$ cat src/rtl/imm_pkg.sv
`default_nettype none
// ============================================================================
//  Module      : imm_pkg
//  Description : Shared types and opcode constants for the immediate-decode
//                pipe stage (immediate-type tag, RV opcodes, shift funct3).
//  Revision    : 1.0 - initial release
// ============================================================================
package imm_pkg;

   // Immediate-format tag carried alongside each decoded entry
   typedef enum logic [2:0] {
      IMM_NONE  = 3'd0,
      IMM_I     = 3'd1,
      IMM_S     = 3'd2,
      IMM_B     = 3'd3,
      IMM_U     = 3'd4,
      IMM_J     = 3'd5,
      IMM_SHAMT = 3'd6,
      IMM_ZIMM  = 3'd7
   } imm_type_e;

   // Major opcodes (inst[6:0])
   localparam logic [6:0] OPC_LOAD      = 7'b0000011;
   localparam logic [6:0] OPC_OP_IMM    = 7'b0010011;
   localparam logic [6:0] OPC_AUIPC     = 7'b0010111;
   localparam logic [6:0] OPC_OP_IMM_32 = 7'b0011011;
   localparam logic [6:0] OPC_STORE     = 7'b0100011;
   localparam logic [6:0] OPC_LUI       = 7'b0110111;
   localparam logic [6:0] OPC_BRANCH    = 7'b1100011;
   localparam logic [6:0] OPC_JALR      = 7'b1100111;
   localparam logic [6:0] OPC_JAL       = 7'b1101111;
   localparam logic [6:0] OPC_SYSTEM    = 7'b1110011;

   // Shift-immediate funct3 encodings
   localparam logic [2:0] FUNCT3_SLL = 3'b001;
   localparam logic [2:0] FUNCT3_SRX = 3'b101;

   // True when an OP-IMM / OP-IMM-32 funct3 selects a shift
   function automatic logic is_shift(input logic [2:0] funct3);
      return (funct3 == FUNCT3_SLL) || (funct3 == FUNCT3_SRX);
   endfunction

endpackage
`default_nettype wire

$ cat src/rtl/imm_extract.sv
`default_nettype none
// ============================================================================
//  Module      : imm_extract
//  Description : Combinational immediate extractor. Maps a raw 32-bit
//                instruction to an XLEN-wide immediate, its format tag and
//                an illegal flag for undecodable opcodes/fields.
//  Revision    : 1.0 - initial release
// ============================================================================
module imm_extract
   import imm_pkg::*;
#(
   parameter int XLEN     = 32,
   parameter bit EN_ZICSR = 1'b1
) (
   input  logic [31:0]     i_inst,
   output logic [XLEN-1:0] o_imm,
   output imm_type_e       o_type,
   output logic            o_illegal
);

   logic [6:0]      w_opc;
   logic [2:0]      w_funct3;
   logic [XLEN-1:0] w_imm_i;
   logic [XLEN-1:0] w_imm_s;
   logic [XLEN-1:0] w_imm_b;
   logic [XLEN-1:0] w_imm_u;
   logic [XLEN-1:0] w_imm_j;

   assign w_opc    = i_inst[6:0];
   assign w_funct3 = i_inst[14:12];

   // Signed size casts replicate inst[31] up to XLEN
   assign w_imm_i = XLEN'($signed(i_inst[31:20]));
   assign w_imm_s = XLEN'($signed({i_inst[31:25], i_inst[11:7]}));
   assign w_imm_b = XLEN'($signed({i_inst[31], i_inst[7], i_inst[30:25], i_inst[11:8], 1'b0}));
   assign w_imm_u = XLEN'($signed({i_inst[31:12], 12'b0}));
   assign w_imm_j = XLEN'($signed({i_inst[31], i_inst[19:12], i_inst[20], i_inst[30:21], 1'b0}));

   // Opcode-driven format select; unknown opcodes fall to IMM_NONE/illegal
   always_comb begin
      o_imm     = '0;
      o_type    = IMM_NONE;
      o_illegal = 1'b0;
      case (w_opc)
         OPC_OP_IMM: begin
            if (is_shift(w_funct3)) begin
               o_type = IMM_SHAMT;
               if (XLEN == 64) begin
                  o_imm = XLEN'(i_inst[25:20]);
               end else begin
                  // RV32 shifts only have a 5-bit shamt; bit 25 set is reserved
                  o_imm     = XLEN'(i_inst[24:20]);
                  o_illegal = i_inst[25];
               end
            end else begin
               o_type = IMM_I;
               o_imm  = w_imm_i;
            end
         end
         OPC_OP_IMM_32: begin
            if (XLEN == 32) begin
               o_illegal = 1'b1;
            end else if (is_shift(w_funct3)) begin
               // Word shifts are always 5-bit shamt
               o_type    = IMM_SHAMT;
               o_imm     = XLEN'(i_inst[24:20]);
               o_illegal = i_inst[25];
            end else begin
               o_type = IMM_I;
               o_imm  = w_imm_i;
            end
         end
         OPC_LOAD, OPC_JALR: begin
            o_type = IMM_I;
            o_imm  = w_imm_i;
         end
         OPC_STORE: begin
            o_type = IMM_S;
            o_imm  = w_imm_s;
         end
         OPC_BRANCH: begin
            o_type = IMM_B;
            o_imm  = w_imm_b;
         end
         OPC_LUI, OPC_AUIPC: begin
            o_type = IMM_U;
            o_imm  = w_imm_u;
         end
         OPC_JAL: begin
            o_type = IMM_J;
            o_imm  = w_imm_j;
         end
         OPC_SYSTEM: begin
            if (!EN_ZICSR) begin
               o_illegal = 1'b1;
            end else if (w_funct3[2]) begin
               // CSRRxI: rs1 field carries a zero-extended 5-bit immediate
               o_type = IMM_ZIMM;
               o_imm  = XLEN'(i_inst[19:15]);
            end
         end
         default: begin
            o_illegal = 1'b1;
         end
      endcase
   end

endmodule
`default_nettype wire

$ cat src/rtl/imm_decode_pipe.sv
`default_nettype none
// ============================================================================
//  Module      : imm_decode_pipe
//  Description : Registered immediate-generation stage with valid/ready
//                handshake and a 2-entry (output + skid) buffer. Decodes at
//                the input; buffered entries carry decoded results.
//  Revision    : 1.0 - initial release
// ============================================================================
module imm_decode_pipe
   import imm_pkg::*;
#(
   parameter int XLEN     = 32,
   parameter bit EN_ZICSR = 1'b1
) (
   input  logic            clk,
   input  logic            rst_n,
   input  logic            flush_i,
   input  logic            in_valid_i,
   output logic            in_ready_o,
   input  logic [31:0]     inst_i,
   input  logic [XLEN-1:0] pc_i,
   output logic            out_valid_o,
   input  logic            out_ready_i,
   output logic [XLEN-1:0] imm_o,
   output imm_type_e       imm_type_o,
   output logic            illegal_o,
   output logic [XLEN-1:0] pc_o
);

   generate
      if ((XLEN != 32) && (XLEN != 64)) begin : g_bad_xlen
         $error("imm_decode_pipe: XLEN must be 32 or 64");
      end
   endgenerate

   logic [XLEN-1:0] w_dec_imm;
   imm_type_e       w_dec_type;
   logic            w_dec_ill;
   logic            w_accept;
   logic            w_pop;

   logic            r_out_valid;
   logic [XLEN-1:0] r_out_imm;
   imm_type_e       r_out_type;
   logic            r_out_ill;
   logic [XLEN-1:0] r_out_pc;

   logic            r_skid_valid;
   logic [XLEN-1:0] r_skid_imm;
   imm_type_e       r_skid_type;
   logic            r_skid_ill;
   logic [XLEN-1:0] r_skid_pc;

   imm_extract #(
      .XLEN     (XLEN),
      .EN_ZICSR (EN_ZICSR)
   ) u_extract (
      .i_inst    (inst_i),
      .o_imm     (w_dec_imm),
      .o_type    (w_dec_type),
      .o_illegal (w_dec_ill)
   );

   // Ready depends only on skid occupancy, so no comb path from out_ready_i
   assign in_ready_o = !r_skid_valid;
   assign w_accept   = in_valid_i && !r_skid_valid;
   assign w_pop      = r_out_valid && out_ready_i;

   assign out_valid_o = r_out_valid;
   assign imm_o       = r_out_imm;
   assign imm_type_o  = r_out_type;
   assign illegal_o   = r_out_ill;
   assign pc_o        = r_out_pc;

   // Output/skid buffer update: skid drains first to keep FIFO order
   always_ff @(posedge clk or negedge rst_n) begin
      if (!rst_n) begin
         r_out_valid  <= 1'b0;
         r_out_imm    <= '0;
         r_out_type   <= IMM_NONE;
         r_out_ill    <= 1'b0;
         r_out_pc     <= '0;
         r_skid_valid <= 1'b0;
         r_skid_imm   <= '0;
         r_skid_type  <= IMM_NONE;
         r_skid_ill   <= 1'b0;
         r_skid_pc    <= '0;
      end else if (flush_i) begin
         r_out_valid  <= 1'b0;
         r_skid_valid <= 1'b0;
      end else if (r_out_valid && !w_pop) begin
         // Output stalled: hold it, park a new entry in the (empty) skid
         if (w_accept) begin
            r_skid_valid <= 1'b1;
            r_skid_imm   <= w_dec_imm;
            r_skid_type  <= w_dec_type;
            r_skid_ill   <= w_dec_ill;
            r_skid_pc    <= pc_i;
         end
      end else if (r_skid_valid) begin
         // Output free or popping: the older skid entry moves up
         r_out_valid  <= 1'b1;
         r_out_imm    <= r_skid_imm;
         r_out_type   <= r_skid_type;
         r_out_ill    <= r_skid_ill;
         r_out_pc     <= r_skid_pc;
         r_skid_valid <= 1'b0;
      end else if (w_accept) begin
         r_out_valid <= 1'b1;
         r_out_imm   <= w_dec_imm;
         r_out_type  <= w_dec_type;
         r_out_ill   <= w_dec_ill;
         r_out_pc    <= pc_i;
      end else begin
         r_out_valid <= 1'b0;
      end
   end

endmodule
`default_nettype wire
$ cat config.mk
export PLATFORM = sky130hd
export DESIGN_NAME = imm_decode_pipe
export DESIGN_NICKNAME = d
export VERILOG_FILES = /design/src/rtl/imm_pkg.sv /design/src/rtl/imm_extract.sv /design/src/rtl/imm_decode_pipe.sv
export SDC_FILE = /design/constraint.sdc
export NUM_CORES = 1
export LEC_CHECK = 0
export ABC_AREA = 1
export BUFFER_PORTS_ARGS = -buffer_cell sky130_fd_sc_hd__buf_4
export CORE_AREA = 5 5 171 173
export CTS_CLUSTER_DIAMETER = 150
export CTS_CLUSTER_SIZE = 14
export DETAILED_ROUTE_END_ITERATION = 10
export DIE_AREA = 0 0 176 178
export GPL_ROUTABILITY_DRIVEN = 0
export HOLD_SLACK_MARGIN = 0.03
export PLACE_DENSITY = 0.43
export SETUP_SLACK_MARGIN = 0.02
export SLEW_MARGIN = 30
export SYNTH_ARGS = -nofsm -noshare
export SYNTH_HDL_FRONTEND = slang
export SYNTH_SLANG_ARGS = --single-unit
$ cat constraint.sdc
create_clock -name clk -period 4.4 [get_ports clk]
set_clock_uncertainty 0.1 [all_clocks]
set_input_delay 0.22 -clock clk [delete_from_list [all_inputs] [get_ports clk]]
set_output_delay 0.22 -clock clk [all_outputs]
set_load 0.02 [all_outputs]
### Word level (Yosys, flattened, before mapping)

Cells that the tools add are included.

| storage, ports and cells | value |
|---|---|
| input port bits | 69 |
| register bits after elaboration | 138 |

| operators by class | value |
|---|---|
| muxes and demuxes | 23 |
| equality and inequality tests | 13 |
| reductions and logical operators | 12 |
| bitwise logic cells | 2 |

Operators by type and width:

| kind | number |
|---|---|
| $pmux 32 s7 | 1 |
| $mux 32 | 5 |
| $eq 7x7->1 const B | 4 |
| $pmux 3 s7 | 1 |
| $eq 7x5->1 const B | 2 |
| $eq 7x6->1 const B | 2 |
| $mux 3 | 4 |
| $mux 1 | 10 |
| $reduce_or 8->1 | 1 |
| $eq 7x2->1 const B | 1 |
| $reduce_and 3->1 | 2 |
| $mux 5 | 1 |
| $reduce_or 2->1 | 2 |
| $eq 3x1->1 const B | 1 |
| $eq 3x3->1 const B | 1 |
| $logic_and 1x1->1 | 3 |
| $ne 3x3->1 const B | 1 |
| $logic_not 1->1 | 2 |
| $ne 2x2->1 const B | 1 |
| $not 1->1 | 2 |
| $pmux 1 s2 | 1 |
| $reduce_bool 2->1 | 1 |
| $logic_or 1x1->1 | 1 |

### Longest topological paths before layout

| logic depth | value |
|---|---|
| depth in word-level cells | 6 |
| depth in mapped cells | 11 |
| mapped depth without buffers | 11 |

### Cells and area by module

Synthesis repeated with hierarchy kept, for this count alone.

| unflattened totals | value |
|---|---|
| cell total of the unflattened synthesis | 1,045 |
| area total of the unflattened synthesis | 7,267.0 µm² |

Modules (own cells, without submodules):

| module | seq. area each (µm²) | cells each | area each (µm²) | instances |
|---|---|---|---|---|
| imm_decode_pipe | 3,453.3 | 823 | 6,264.8 | 1 |
| imm_extract | 0.0 | 222 | 1,002.2 | 1 |

### Least setup slack after synthesis

OpenSTA, ideal clock, no wires.

| timing path | value |
|---|---|
| path kind | register -> register |
| from | register r_out_valid (netlist: out_valid_o) |
| to | register r_skid_imm[12] |
| slack | 2.730 ns |
| cell stages (with the launch flop) | 10 |
| data required time | 4.218 ns |
| library setup time | 0.082 ns |
| data arrival time | 1.488 ns |
| path through | dfrtp_1 -> inv_1 -> nor2_1 -> inv_1 -> nor2_1 -> nand2_1 -> inv_2 -> clkbuf_1 -> nor2_1 -> a31oi_1 |

| between the ends | value |
|---|---|
| longest elaborated chain between the ends | 4 |

Ends and longest elaborated chain:

| element | line | RTL |
|---|---|---|
| start: declaration | imm_decode_pipe.sv:42 | `logic r_out_valid;` |
| start signal: assignment | imm_decode_pipe.sv:78 | `r_out_valid <= 1'b0;` |
| start signal: assignment | imm_decode_pipe.sv:89 | `r_out_valid <= 1'b0;` |
| start signal: assignment | imm_decode_pipe.sv:102 | `r_out_valid <= 1'b1;` |
| $logic_and 1x1->1 | imm_decode_pipe.sv:67 | `assign w_pop = r_out_valid && out_ready_i;` |
| $logic_not 1->1 | imm_decode_pipe.sv:91 | `end else if (r_out_valid && !w_pop) begin` |
| $logic_and 1x1->1 (*) | imm_decode_pipe.sv:91 |  |
| $reduce_and 3->1 (no source line) (*) | - |  |
| end signal: assignment | imm_decode_pipe.sv:95 | `r_skid_imm <= w_dec_imm;` |
| end: declaration | imm_decode_pipe.sv:49 | `logic [XLEN-1:0] r_skid_imm;` |

Every way passes the cells marked *; elsewhere a longest branch is shown, timed or not.
A chain may end at the register's enable or synchronous reset.

### Final worst setup path

| timing path | value |
|---|---|
| from | register r_skid_valid |
| to | register r_out_imm[19] (netlist: imm_o[19]) |

| between the ends | value |
|---|---|
| longest elaborated chain between the ends | 4 |

Ends and longest elaborated chain:

| element | line | RTL |
|---|---|---|
| start: declaration | imm_decode_pipe.sv:48 | `logic r_skid_valid;` |
| start signal: assignment | imm_decode_pipe.sv:83 | `r_skid_valid <= 1'b0;` |
| start signal: assignment | imm_decode_pipe.sv:90 | `r_skid_valid <= 1'b0;` |
| start signal: assignment | imm_decode_pipe.sv:94 | `r_skid_valid <= 1'b1;` |
| $logic_not 1->1 | imm_decode_pipe.sv:66 | `assign w_accept = in_valid_i && !r_skid_valid;` |
| $logic_and 1x1->1 | imm_decode_pipe.sv:66 |  |
| $reduce_bool 2->1 (no source line) | - |  |
| $reduce_and 3->1 (no source line) | - |  |
| end signal: assignment | imm_decode_pipe.sv:103 | `r_out_imm <= r_skid_imm;` |
| end signal: assignment | imm_decode_pipe.sv:110 | `r_out_imm <= w_dec_imm;` |
| end: declaration | imm_decode_pipe.sv:43 | `logic [XLEN-1:0] r_out_imm;` |

Parallel ways exist; a longest one is shown, timed or not.

==> impl_metrics.json <==
{
  "status": "completed",
  "die_h_um": 178,
  "fin_crit_sh_pct": 57.7,
  "reg2reg_depth": 7,
  "cts.clk_slew.worst_paths_ns": 0.06,
  "vias": 6021,
  "fin_tns_setup_ns": 0,
  "fin_crit_ns": 2.54,
  "dieArea_mm2": 0.0313,
  "max_freq_ghz": 0.394,
  "ys_types": 22,
  "clk_latency_ns": 0.43,
  "yosysWarnings": 0,
  "area_growth_pct": 34.5,
  "final_nets": 1123,
  "port_buffers": 138,
  "core-area_mm2": 0.0275,
  "finalMaxSlewViolations": 0,
  "initial_core_util_pct": 24.5,
  "grt_pass1_vias": 5925,
  "gr-total-overflow": 0,
  "cp_max_fo": 83,
  "post-cts-setup-buffer-count": 0,
  "crit_path_end": "imm_o[19]",
  "ant_nets": 0,
  "antenna_found_initial": 0,
  "hold_buffers": 42,
  "finalNonFillerCells": 1413,
  "syn_nets": 967,
  "cts_root_buffer": "clkbuf_16",
  "groute.usage.overall_pct": 13.2,
  "max_slew_margin_pct": 41.6,
  "num_antenna_cells": 0,
  "clock_path_buffers": 2,
  "worstReg2RegEnd": "imm_o[19]",
  "avgSynthCellArea_um2": 7.50,
  "n_fill_cell": 2948,
  "tightest_slew_ns": 0.875,
  "clock-sinks": 138,
  "cts_resized": 0,
  "hp-class": "primary input to register",
  "r2r_slack_ns": 1.86,
  "placed_cells": 1339,
  "setup_viol": 0,
  "tritoncts": "built",
  "hpwl_um": 13600,
  "end_kind": "register",
  "rows": 61,
  "ir_drop_v": 0.000257,
  "drt_iter0_drc": 457,
  "crit_start": "r_skid_valid",
  "pwr_density_cell_mw_per_mm2": 407,
  "ys_seq_elements": 138,
  "drive_gt1_share_pct": 18.0,
  "cp.required_ns": 4.65,
  "wl_um": 20500,
  "cts-htree-levels": 4,
  "seq_area_frac_synth_pct": 51.3,
  "grt_start_max_net_pins": 84,
  "synth.cell_area_mm2": 0.00674,
  "reg2reg_from": "r_skid_valid",
  "critPathKind": "register to register",
  "ioPinCount": 139,
  "worstPathArrival_ns": 2.79,
  "grt_pass1_wl_um": 32800,
  "numCtsBuffers": 17,
  "die-width_um": 176,
  "via_per_inst": 4.26,
  "wl_per_cell_um": 14.5,
  "final_hold_viol_count": 0,
  "cp-start-kind": "register",
  "drcViolationCount": 0,
  "synthCells": 898,
  "cap_violations": 0,
  "first_pass_iters": 5,
  "rsz0062_at_grt": "false",
  "p_leak_nw": 4.90
}
## how the worst min path moves through the flow
stage / startpoint / slack (ns) / to / depth (start not counted)
floorplan: rst_n / -0.18 / illegal_o / 0
global placement: rst_n / 0.15 / pc_o[11] / 1
detailed placement: rst_n / 0.14 / pc_o[11] / 1
CTS: out_ready_i / 0.03 / r_skid_valid / 4
global route: out_ready_i / 0.04 / r_skid_valid / 4
finish: out_ready_i / 0.05 / r_skid_valid / 4
## synthesized netlist by cell type
cell type	instances	area, µm²
a21boi_0	8	60.1
a21oi_1	8	40.0
a2bb2oi_1	1	8.76
a31oi_1	23	144
buf_1	11	41.3
buf_2	9	45.0
buf_4	2	15.0
clkbuf_1	27	101
dfrtp_1	138	3450
inv_1	76	285
inv_2	3	11.3
nand2_1	280	1050
nand2_2	5	31.3
nand3_1	59	295
nand3_4	1	17.5
nand4_1	8	50.1
nor2_1	112	420
nor2_2	3	18.8
nor2_4	2	22.5
o21ai_0	114	571
o21ai_1	2	10.0
o21bai_1	6	45.0
## layout make-up
| cell class | instances | area (µm²) | share of cell area, % |
|---|---|---|---|
| flip-flops and latches | 138 | 3450 | 38.1 |
| multi-input cells | 632 | 2790 | 30.8 |
| well taps | 346 | 433 | 4.78 |
| repair buffers | 186 | 1510 | 16.6 |
| clock inverters | 15 | 150 | 1.66 |
| inverters | 79 | 300 | 3.31 |
| clock buffers | 17 | 425 | 4.70 |
## kinds of logic (layout without fill, tap and decap cells)
group | after synthesis | after routing | synth area share (%)
buffers and inverters | 128 | 297 | 7.41
DFF | 138 | 138 | 51.3
and+or+nand+nor | 470 | 470 | 28.3
AOI/OAI and AO/OA | 162 | 162 | 13.0
## where the power goes
part	leakage (nW)	internal (W)	switching [W]
clock network	0.286	0.000757	0.000660
logic	2.85	0.000288	0.000376
registers	1.77	0.00149	0.000115
total	4.90	0.00253	0.00115
## sequential cells by signal, indices dropped and copies added, names as in the netlist
name	flops
illegal_o	1
imm_o	32
imm_type_o	3
out_valid_o	1
pc_o	32
r_skid_ill	1
r_skid_imm	32
r_skid_pc	32
r_skid_type	3
r_skid_valid	1
## per-layer routing
metal / part of all wire, % / vias to the layer above / GRT usage (%)
met5: 0 / - / 0
met4: 0.85 / 0 / 3.44
met3: 2.8 / 11 / 2.48
met2: 47 / 100 / 21.1
met1: 49 / 2740 / 18.6
li1: - / 3170 / -
## cells in the final DEF (no fill, tap or decap), drive strengths merged
cell	count
nand2	285
buf	144
dfrtp	138
nor2	117
o21ai	116
inv	89
nand3	60
dlygate4sd3	42
a31oi	23
clkbuf	17
a21oi	8
a21boi	8
nand4	8
o21bai	6
clkinv	5
a2bb2oi	1
## critical path: stages, from the launching register on
cell	delay (ns)
dfrtp_1	0.58
clkinv_2	0.11
a21oi_1	0.27
nand2_4	0.52
buf_4	0.53
nor2_1	0.17
nand2_1	0.07
nand2_1	0.06
## stage by stage
stage	instance area, µm²	hold WS, ns	total power, W	setup slack, ns	utilization [%]
2_1_floorplan	6740	-0.176	0.00196	2.73	-
5_1_grt	9060	0.0421	0.00389	1.66	33.0
4_1_cts	9060	0.0313	0.00374	1.86	33.0
3_3_place_gp	8060	0.151	0.00226	1.98	29.3
3_5_place_dp	8060	0.145	0.00227	1.87	29.3
6_report	9060	0.0505	0.00368	1.86	33.0
(Power assumes the default switching activity.)
